$ cat config.mk
export PLATFORM = sky130hd
export DESIGN_NAME = perf_counter_bank
export DESIGN_NICKNAME = d
export VERILOG_FILES = /design/src/rtl/perf_counter_bank.sv
export SDC_FILE = /design/constraint.sdc
export NUM_CORES = 1
export LEC_CHECK = 0
export CAP_MARGIN = 20
export CORE_ASPECT_RATIO = 1.5
export CORE_MARGIN = 5
export CORE_UTILIZATION = 35
export CTS_BUF_LIST = sky130_fd_sc_hd__clkbuf_2 sky130_fd_sc_hd__clkbuf_4 sky130_fd_sc_hd__clkbuf_8
export DETAILED_ROUTE_END_ITERATION = 8
export PLACE_DENSITY = 0.52
export SYNTH_ARGS = -nofsm -noshare
export SYNTH_HDL_FRONTEND = slang
export SYNTH_SLANG_ARGS = --single-unit
$ cat constraint.sdc
create_clock -name clk -period 2.6 [get_ports clk]
set_clock_uncertainty 0.15 [all_clocks]
set_input_delay 0.39 -clock clk [delete_from_list [all_inputs] [get_ports clk]]
set_output_delay 0.39 -clock clk [all_outputs]
set_load 0.005 [all_outputs]
$ cat src/rtl/perf_counter_bank.sv
`default_nettype none
// ============================================================================
// Module : perf_counter_bank
// Desc   : Bank of NUM_CH event counters with an IDLE/RUN/FROZEN control FSM,
//          sticky overflow flags and a registered readout port. Defining
//          PERF_SNAPSHOT_EN adds a shadow snapshot bank (snap_req/snap_ack/rd_src).
// Rev    : 1.0  initial release
// ============================================================================
module perf_counter_bank #(
  parameter int NUM_CH   = 6,
  parameter int CNT_W    = 32,
  parameter bit SAT_MODE = 1'b0
) (
  input  logic              clk,
  input  logic              rst_n,
  input  logic              start,
  input  logic              freeze,
  input  logic              clr,
  input  logic [NUM_CH-1:0] evt,
  input  logic [3:0]        rd_sel,
  input  logic              rd_src,
  input  logic              snap_req,
  output logic              snap_ack,
  output logic [CNT_W-1:0]  rd_data,
  output logic [NUM_CH-1:0] ovf,
  output logic [1:0]        state
);

  typedef enum logic [1:0] {
    ST_IDLE   = 2'b00,
    ST_RUN    = 2'b01,
    ST_FROZEN = 2'b10
  } state_t;

  localparam logic [CNT_W-1:0] c_MAX = {CNT_W{1'b1}};

  state_t            r_state;
  state_t            w_nextState;
  logic              w_countEn;
  logic [CNT_W-1:0]  r_cnt [NUM_CH];
  logic [NUM_CH-1:0] r_ovf;
  logic [CNT_W-1:0]  w_live;
  logic [CNT_W-1:0]  w_rdNext;
  logic [CNT_W-1:0]  r_rdData;

  always_ff @(posedge clk) begin
    if (!rst_n) r_state <= ST_IDLE;
    else        r_state <= w_nextState;
  end

  always_comb begin
    w_nextState = r_state;
    if (clr) begin
      w_nextState = ST_IDLE;
    end else begin
      case (r_state)
        ST_IDLE:   if (start)  w_nextState = ST_RUN;
        ST_RUN:    if (freeze) w_nextState = ST_FROZEN;
        ST_FROZEN: w_nextState = ST_FROZEN;
        default:   w_nextState = ST_IDLE;
      endcase
    end
  end

  // Events in the cycle freeze is first seen are still counted: RUN is the current state.
  assign w_countEn = (r_state == ST_RUN) && !clr;

  always_ff @(posedge clk) begin
    if (!rst_n || clr) begin
      for (int i = 0; i < NUM_CH; i++) r_cnt[i] <= '0;
      r_ovf <= '0;
    end else if (w_countEn) begin
      for (int i = 0; i < NUM_CH; i++) begin
        if (evt[i]) begin
          if (r_cnt[i] == c_MAX) begin
            r_ovf[i] <= 1'b1;
            r_cnt[i] <= SAT_MODE ? c_MAX : '0;
          end else begin
            r_cnt[i] <= r_cnt[i] + CNT_W'(1);
          end
        end
      end
    end
  end

  // Out-of-range rd_sel matches no channel and reads back zero.
  always_comb begin
    w_live = '0;
    for (int i = 0; i < NUM_CH; i++) begin
      if (rd_sel == 4'(i)) w_live = r_cnt[i];
    end
  end

`ifdef PERF_SNAPSHOT_EN
  logic [CNT_W-1:0] r_shadow [NUM_CH];
  logic             r_snapAck;
  logic [CNT_W-1:0] w_shadowSel;

  // Shadows take pre-increment values and are untouched by clr.
  always_ff @(posedge clk) begin
    if (!rst_n) begin
      for (int i = 0; i < NUM_CH; i++) r_shadow[i] <= '0;
      r_snapAck <= 1'b0;
    end else begin
      r_snapAck <= snap_req;
      if (snap_req) begin
        for (int i = 0; i < NUM_CH; i++) r_shadow[i] <= r_cnt[i];
      end
    end
  end

  always_comb begin
    w_shadowSel = '0;
    for (int i = 0; i < NUM_CH; i++) begin
      if (rd_sel == 4'(i)) w_shadowSel = r_shadow[i];
    end
  end

  assign w_rdNext = rd_src ? w_shadowSel : w_live;
  assign snap_ack = r_snapAck;
`else
  logic w_unused;
  assign w_unused = ^{snap_req, rd_src};
  assign w_rdNext = w_live;
  assign snap_ack = 1'b0;
`endif

  always_ff @(posedge clk) begin
    if (!rst_n) r_rdData <= '0;
    else        r_rdData <= w_rdNext;
  end

  assign rd_data = r_rdData;
  assign ovf     = r_ovf;
  assign state   = r_state;

endmodule
`default_nettype wire

# Word-level counts from Yosys, hierarchy flattened
# Memory sizes are Yosys's and may differ from the RTL's.
# Index checks and enable logic that the tools add are counted.
# Widths: inputs -> output; s select.
[op_classes]
n_addsub = 6
mul = 0
div = 0
n_lt_le_gt_ge = 0
eq_ne = 15
shifts = 0
muxes = 83
bitwise_logic = 13
reduce_logical = 14
[op_table]
columns = ["op", "n"]
rows = [
  ["$mux 32", 18],
  ["$add 32x1->32 const B", 6],
  ["$eq 32x32->1 const B", 6],
  ["$mux 1", 62],
  ["$reduce_and 3->1", 6],
  ["$or 1x1->1", 12],
  ["$eq 4x2->1 const B", 2],
  ["$eq 4x3->1 const B", 2],
  ["$pmux 2 s3", 1],
  ["$eq 4x1->1 const B", 1],
  ["$logic_not 4->1", 1],
  ["$mux 2", 2],
  ["$ne 2x2->1 const B", 2],
  ["$eq 2x1->1 const B", 1],
  ["$eq 2x2->1 const B", 1],
  ["$logic_not 1->1", 2],
  ["$logic_not 2->1", 1],
  ["$reduce_and 2->1", 1],
  ["$reduce_or 2->1", 1],
  ["$logic_and 1x1->1", 1],
  ["$logic_or 1x1->1", 1],
  ["$not 1->1", 1],
]
[totals]
register_bits = 40
latchBits = 0
mem_bits_rw = 192
mem_bits_ro = 0
input_bits = 17
output_inout_bits = 41
n_memories = 1
[mem_list]
columns = ["memory", "depth", "width", "rd", "rd_clocked_by_memory_dff", "write_ports", "line_no", "rtl"]
rows = [
  ["r_cnt", 6, 32, 6, 0, 6, "40", "logic [CNT_W-1:0] r_cnt [NUM_CH];"],
]

# Depth between registers and ports, before layout
# Gate-level depths: netlist of run 1.
# An unclocked memory read counts as a cell.
[logic_depth]
word_depth = 9
mapped_depth = 10

# Worst setup path after synthesis of run 1
# No wires, ideal clock.
[synth_path]
kind = "register -> register"
from = "memory r_cnt[3][0]"
to = "memory r_cnt[3][24], data pin"
t_arrival_ns = 2.225
required_ns = 2.196
setup_slack_ns = -0.029
stages_incl_launch_ff = 10
n_path_buf = 3
path_cell_list = "edfxtp_1 > ha_1 > nand2_1 > or4_1 > buf_2 > or4_4 > nand3_2 > buf_6 > buf_6 > nor2_1"
[synth_rtl]
columns = ["item", "line_no"]
rows = [
  ["start: declaration", "40"],
]

==> qor.yml, run 1 <==
tightest_slew_ns: 0.585
die_x_um: 166
status: "complete, no violations"
path_clk_slew_ns: 0.06
insertion_delay_ns: 0.56
r2r-end: "r_cnt[3][19]$_SDFFCE_PN0P_"
synth-compound-area-share: 0.0899
vias_per_cell: 5.35
core-area_sq_um: 35900
vias: 10499
syn_area_sq_um: 12700
cts_sinks: 232
die_h_um: 243
drive_above_1_share: 0.148
hold_end: "ovf[2]$_SDFFE_PN0P_"
ir_drop_uv: 315
gp_congestion: 0.865
antenna_found_initial: 1
grt_pass1_wl_mm: 59.9
synth_nets: 1314
hold_path.startpoint: "ovf[2]$_SDFFE_PN0P_"
critPathArrivalTime_ns: 2.64
hold_path.class: "reg -> reg"
syn_area_per_cell_sq_um: 9.86
synth-xor-area-share: 0.114
end_kind: "flop"
drc: 0
routed_wl_mm: 39.3
hold_depth: 1
dr.first_iter.drc_count: 751
grt-ovfl-total: 0
start_util: 0.354
path_class: "reg -> reg"
detail-route-antenna-nets: 0
reg2reg_from: "r_cnt[3][0]$_SDFFCE_PN0P_"
netlist_instances: 1289
cts_buffers: 40
clk_path_buf_depth: 3
grt_max_degree: 35
detail_route.wl_per_cell_um: 20.0
post-cts-setup-buffers: 0
root_buffer: "clkbuf_8"
port-buffer-count: 54
synth-adder-area-share: 0.00788
reg2reg_depth: 7
grt_pass1_vias: 10313
period_share: 0.963
syn2layout_area_growth_pct: 23.2
setup_viol: 0
dieArea_sq_um: 40300
ys_seq_area_frac: 0.517
yosysWarnings: 0
rsz0062_at_grt: "false"
r2r_slack_ns: 0.1
synth-simple-area-share: 0.218
h-tree-depth: 2
totalPowerFinal_mw: 8.53
fin_nets: 1477
crit_path_max_fanout: 29
instances_no_fill: 1961
dp_hpwl_mm: 29.1
crit_path_start_kind: "flop"
slew_headroom: 0.609
required_ns: 2.74
power.leakage_nw: 5.29
hold_buffers: 0
cts_tree: "yes"
hold_viol: 0
fmax_mhz: 399
grt_usage: 0.192
maxCapViolations: 0
synth-seq-cells: 232
synth_top_family_by_area: "simple AND/OR/NAND/NOR gates"
post-place-cells: 1888
pin_count: 58
fp-row-count: 85
period_needed_ns: 2.50
p_per_area_nw_per_um2: 545
muxShareOfSynthArea: 0.0260
dr.pass1.iters: 5
ys_types: 48
slew_violations: 0
-- synthesized netlist by cell type, drive strengths merged --
library cell / number / share of area
buf: 11 / 0.0052
or3: 15 / 0.0074
mux2i: 33 / 0.026
or2: 1 / 0.00049
xor2: 97 / 0.067
a22oi: 23 / 0.014
xnor2: 69 / 0.048
and3: 29 / 0.014
nand3b: 2 / 0.0012
nand3: 77 / 0.031
o22ai: 2 / 0.00098
edfxtp: 192 / 0.45
o211a: 1 / 0.00079
or3b: 1 / 0.00069
nor4: 19 / 0.0094
a221oi: 9 / 0.0062
nor3b: 3 / 0.0018
nor2: 207 / 0.061
o21a: 4 / 0.0024
nand2b: 3 / 0.0015
a211oi: 7 / 0.0041
or4: 4 / 0.0027
nor3: 25 / 0.011
clkbuf: 48 / 0.014
conb: 1 / 0.00030
ha: 8 / 0.0079
and4: 14 / 0.0096
inv: 25 / 0.0074
o2111ai: 1 / 0.00069
a41o: 1 / 0.00079
a21oi: 72 / 0.028
o21ai: 67 / 0.026
a31oi: 3 / 0.0015
o31ai: 2 / 0.0012
nand4: 61 / 0.030
dfxtp: 40 / 0.063
nor2b: 8 / 0.0039
o21bai: 2 / 0.0012
o211ai: 3 / 0.0018
and2: 10 / 0.0049
nand2: 87 / 0.026
nor4b: 2 / 0.0014
-- cell usage in the layout (no fill, tap or decap), types with 17 or more instances in the layout --
cell type,n
xnor2_1,69
a22oi_1,23
buf_12,17
buf_4,109
nor3_1,22
and3_1,29
clkbuf_4,19
edfxtp_1,192
nand2_1,86
xor2_1,97
nor2_1,207
inv_1,25
clkdlybuf4s50_1,53
nand3_1,75
clkbuf_8,48
nand4_1,61
dfxtp_1,40
o21ai_0,67
mux2i_1,33
a21oi_1,72
-- cell type report --
| cell class | count | area, sq um |
|---|---|---|
| clock inverters | 5 | 25.0 |
| fillers | 3595 | 20300 |
| diodes | 1 | 2.50 |
| well taps | 478 | 598 |
| flip-flops and latches | 232 | 6570 |
| repair buffers | 180 | 1690 |
| multi-input cells | 973 | 5870 |
| clock buffers | 67 | 803 |
| inverters | 25 | 93.8 |
-- power breakdown --
part | internal [mW] | total, mW | switching (mW)
sequential | 4.19 | 4.38 | 0.190
combinational | 0.293 | 0.661 | 0.368
clock | 1.94 | 3.49 | 1.55
total | 6.42 | 8.53 | 2.11
-- metal layers --
layer | vias up | track usage | part of all wire
met1 | 5144 | 0.239 | 0.41
li1 | 5014 | - | -
met3 | 76 | 0.0272 | 0.046
met5 | - | 0 | 0
met4 | 0 | 0.0689 | 0.033
met2 | 265 | 0.338 | 0.51
-- state kept, by name, indices dropped and copies added, names as in the netlist --
name,flops
r_cnt,192
rd_data,32
state,2
ovf,6
-- worst max-delay path by stage --
stage / start / to / slack [ns] / cells past startpoint
floorplan: r_cnt[3][0]$_SDFFCE_PN0P_ / r_cnt[3][24]$_SDFFCE_PN0P_ / 0.07 / 9
global placement: rd_sel[2] / rd_data[13]$_SDFF_PN0_ / -0.09 / 9
detailed placement: rd_sel[2] / rd_data[13]$_SDFF_PN0_ / -0.09 / 9
CTS: r_cnt[3][0]$_SDFFCE_PN0P_ / r_cnt[3][19]$_SDFFCE_PN0P_ / 0.06 / 7
global route: r_cnt[3][0]$_SDFFCE_PN0P_ / r_cnt[3][25]$_SDFFCE_PN0P_ / 0.01 / 7
finish: r_cnt[3][0]$_SDFFCE_PN0P_ / r_cnt[3][19]$_SDFFCE_PN0P_ / 0.1 / 7
-- worst max-delay path, cell delays in order, from the launching register on --
cell and delay (ns):
edfxtp_1 0.36, ha_2 0.21, nand2_1 0.08, or4_1 0.50, or4_4 0.58, nand3_2 0.11
buf_12 0.18, nor2_1 0.07
-- stage by stage --
stage,hold WS [ns],setup slack (ns),util,instance area (sq um),setup TNS (ns)
6_report,0.318,0.0955,0.435,15700,0
2_1_floorplan,0.299,0.0735,-,12700,0
5_1_grt,0.349,0.0113,0.435,15700,0
3_5_place_dp,0.307,-0.0866,0.412,14800,-0.0866
4_1_cts,0.323,0.0646,0.435,15600,0
3_3_place_gp,0.301,-0.0913,0.412,14800,-0.0913
-- cell families (layout without fill, tap and decap cells) --
kind of cell | after synthesis | in the layout
other | 1 | 2
xor gates and xnor gates | 166 | 166
DFF | 232 | 232
and+or+nand+nor | 568 | 568
muxes | 33 | 33
adders and majority gates | 8 | 8
buffers and inverters | 84 | 277
AOI/OAI and AO/OA | 197 | 197
-- repair_timing --
action,in CTS,in global routing
endpoints found under the setup margin,0,54
resized for setup,0,2
endpoints found under the hold margin,0,0
No activity file was read; power rests on OpenSTA's default activity.
==> run 2: changes to the inputs <==
SKIP_LAST_GASP = 1   (was default)
==> results of run 2 <==
No change in the layout: final DEF, timing and power equal those of run 1.
==> run 3: changes to the inputs <==
--- a/config.mk
+++ b/config.mk
@@ -11,4 +11,5 @@
 export CORE_UTILIZATION = 35
 export CTS_BUF_LIST = sky130_fd_sc_hd__clkbuf_2 sky130_fd_sc_hd__clkbuf_4 sky130_fd_sc_hd__clkbuf_8
+export CTS_CLUSTER_DIAMETER = 150
 export DETAILED_ROUTE_END_ITERATION = 8
 export PLACE_DENSITY = 0.52
==> constraint.sdc (replaced) <==
create_clock -name clk -period 2.6 [get_ports clk]
set_clock_uncertainty 0.15 [all_clocks]
set_input_delay 0.52 -clock clk [delete_from_list [all_inputs] [get_ports clk]]
set_output_delay 0.52 -clock clk [all_outputs]
set_load 0.005 [all_outputs]
==> qor.yml, run 3 (synthesis results as in run 1) <==
status: "complete, no violations"
cts_tree: "yes"
routed_wl_mm: 39.2
end_kind: "flop"
grt-ovfl-total: 0
dp_hpwl_mm: 29.4
required_ns: 2.74
crit_path_start_kind: "flop"
die_h_um: 243
slew_headroom: 0.668
cts_sinks: 232
path_clk_slew_ns: 0.06
detail-route-antenna-nets: 0
fin_nets: 1498
fin_util: 0.441
top_register: "r_cnt"
dpl_cell_area_sq_um: 15000
tightest_slew_ns: 0.497
largest_register_ffs: 192
grt_pass1_wl_mm: 60.2
power.leakage_nw: 5.41
fp-row-count: 85
drc: 0
root_buffer: "clkbuf_8"
die_x_um: 166
dieArea_sq_um: 40300
design_area_sq_um: 15900
insertion_delay_ns: 0.56
port-buffer-count: 54
rsz0062_at_grt: "false"
period_share: 0.951
grt_max_degree: 35
diodes: 0
period_needed_ns: 2.47
hold_path.class: "reg -> reg"
grt_usage: 0.193
setup_viol: 0
detail_route.wl_per_cell_um: 19.8
vias: 10492
maxCapViolations: 0
start_util: 0.354
crit_path_max_fanout: 29
path_class: "reg -> reg"
dr.first_iter.drc_count: 566
syn2layout_area_growth_pct: 24.7
multi_input_area_sq_um: 5870
vias_per_cell: 5.30
drive_above_1_share: 0.158
pin_count: 58
layout_common_cells: "nor2_1, edfxtp_1, buf_4, xor2_1, nand2_1"
fillerInstances: 3574
clk_path_buf_depth: 3
finalWorstSetupSlack_ns: 0.127
fmax_mhz: 404
gp_congestion: 0.851
cts_buffers: 41
critPathArrivalTime_ns: 2.61
fin_tns_setup_ns: 0
core-area_sq_um: 35900
p_per_area_nw_per_um2: 552
totalPowerFinal_mw: 8.76
seq_area_sq_um: 6570
place_ws_ns: -0.102
hold_viol: 0
ir_drop_uv: 305
dr.pass1.iters: 5
final_common_cell: "nor2_1"
grt_pass1_vias: 10485
h-tree-depth: 2
antenna_found_initial: 0
slew_violations: 0
==> run 3: changes by cell type in the layout (fill, tap and decap cells not counted), sizes merged <==
cell,delta
diode,-1
clkinv,+4
buf,+20
bufinv,+3
clkbuf,-6
==> run 3: area by class of cell <==
cell class / count / share of cell area
repair buffers: 200 / 0.116
inverters: 25 / 0.00592
clock buffers: 61 / 0.0474
multi-input cells: 973 / 0.370
clock inverters: 12 / 0.00821
flip-flops and latches: 232 / 0.414
well taps: 478 / 0.0377
==> run 3: per-stage QoR <==
stage | std cells | hold slack (ns)
after floorplan | 1289 | 0.299
final | 1981 | 0.316
after detailed placement | 1908 | 0.306
after global routing | 1981 | 0.336
after global placement | 1908 | 0.301
after CTS | 1981 | 0.321
==> run 3: report_power, final <==
part           switching, mW  internal [mW]
Sequential             0.191           4.19
Combinational          0.371          0.306
Clock                   1.55           2.15
Total                   2.12           6.64
==> run 3: path summary, 6_finish.rpt <==
| check | slack (ns) | cells after the start | start | end |
|---|---|---|---|---|
| hold reg to reg | 0.32 | 1 | ovf[1]$_SDFFE_PN0P_ | ovf[1]$_SDFFE_PN0P_ |
| hold / removal | 0.32 | 1 | ovf[1]$_SDFFE_PN0P_ | ovf[1]$_SDFFE_PN0P_ |
| setup reg to reg | 0.13 | 7 | r_cnt[3][0]$_SDFFCE_PN0P_ | r_cnt[3][20]$_SDFFCE_PN0P_ |
| setup / recovery | 0.13 | 7 | r_cnt[3][0]$_SDFFCE_PN0P_ | r_cnt[3][20]$_SDFFCE_PN0P_ |
==> run 3: critical path, stage by stage (launching register included) <==
cell	delay (ns)
edfxtp_1	0.35
ha_2	0.21
nand2_1	0.09
or4_4	0.46
or4_4	0.57
nand3_2	0.12
buf_12	0.18
nor2_1	0.07
==> run 3: layer usage <==
layer	vias up	global-route usage	share of wire	routed length [um]
met1	5069	0.237	0.40	15800
met2	279	0.336	0.51	19900
met5	-	0	0	0
met3	95	0.0254	0.042	1660
li1	5049	-	-	-
met4	0	0.0840	0.046	1800
==> run 3: repair_timing <==
action,in CTS,in global routing
hold buffers,0,0
buffers inserted,0,0
endpoints found under the setup margin,0,2
resized for setup,0,2
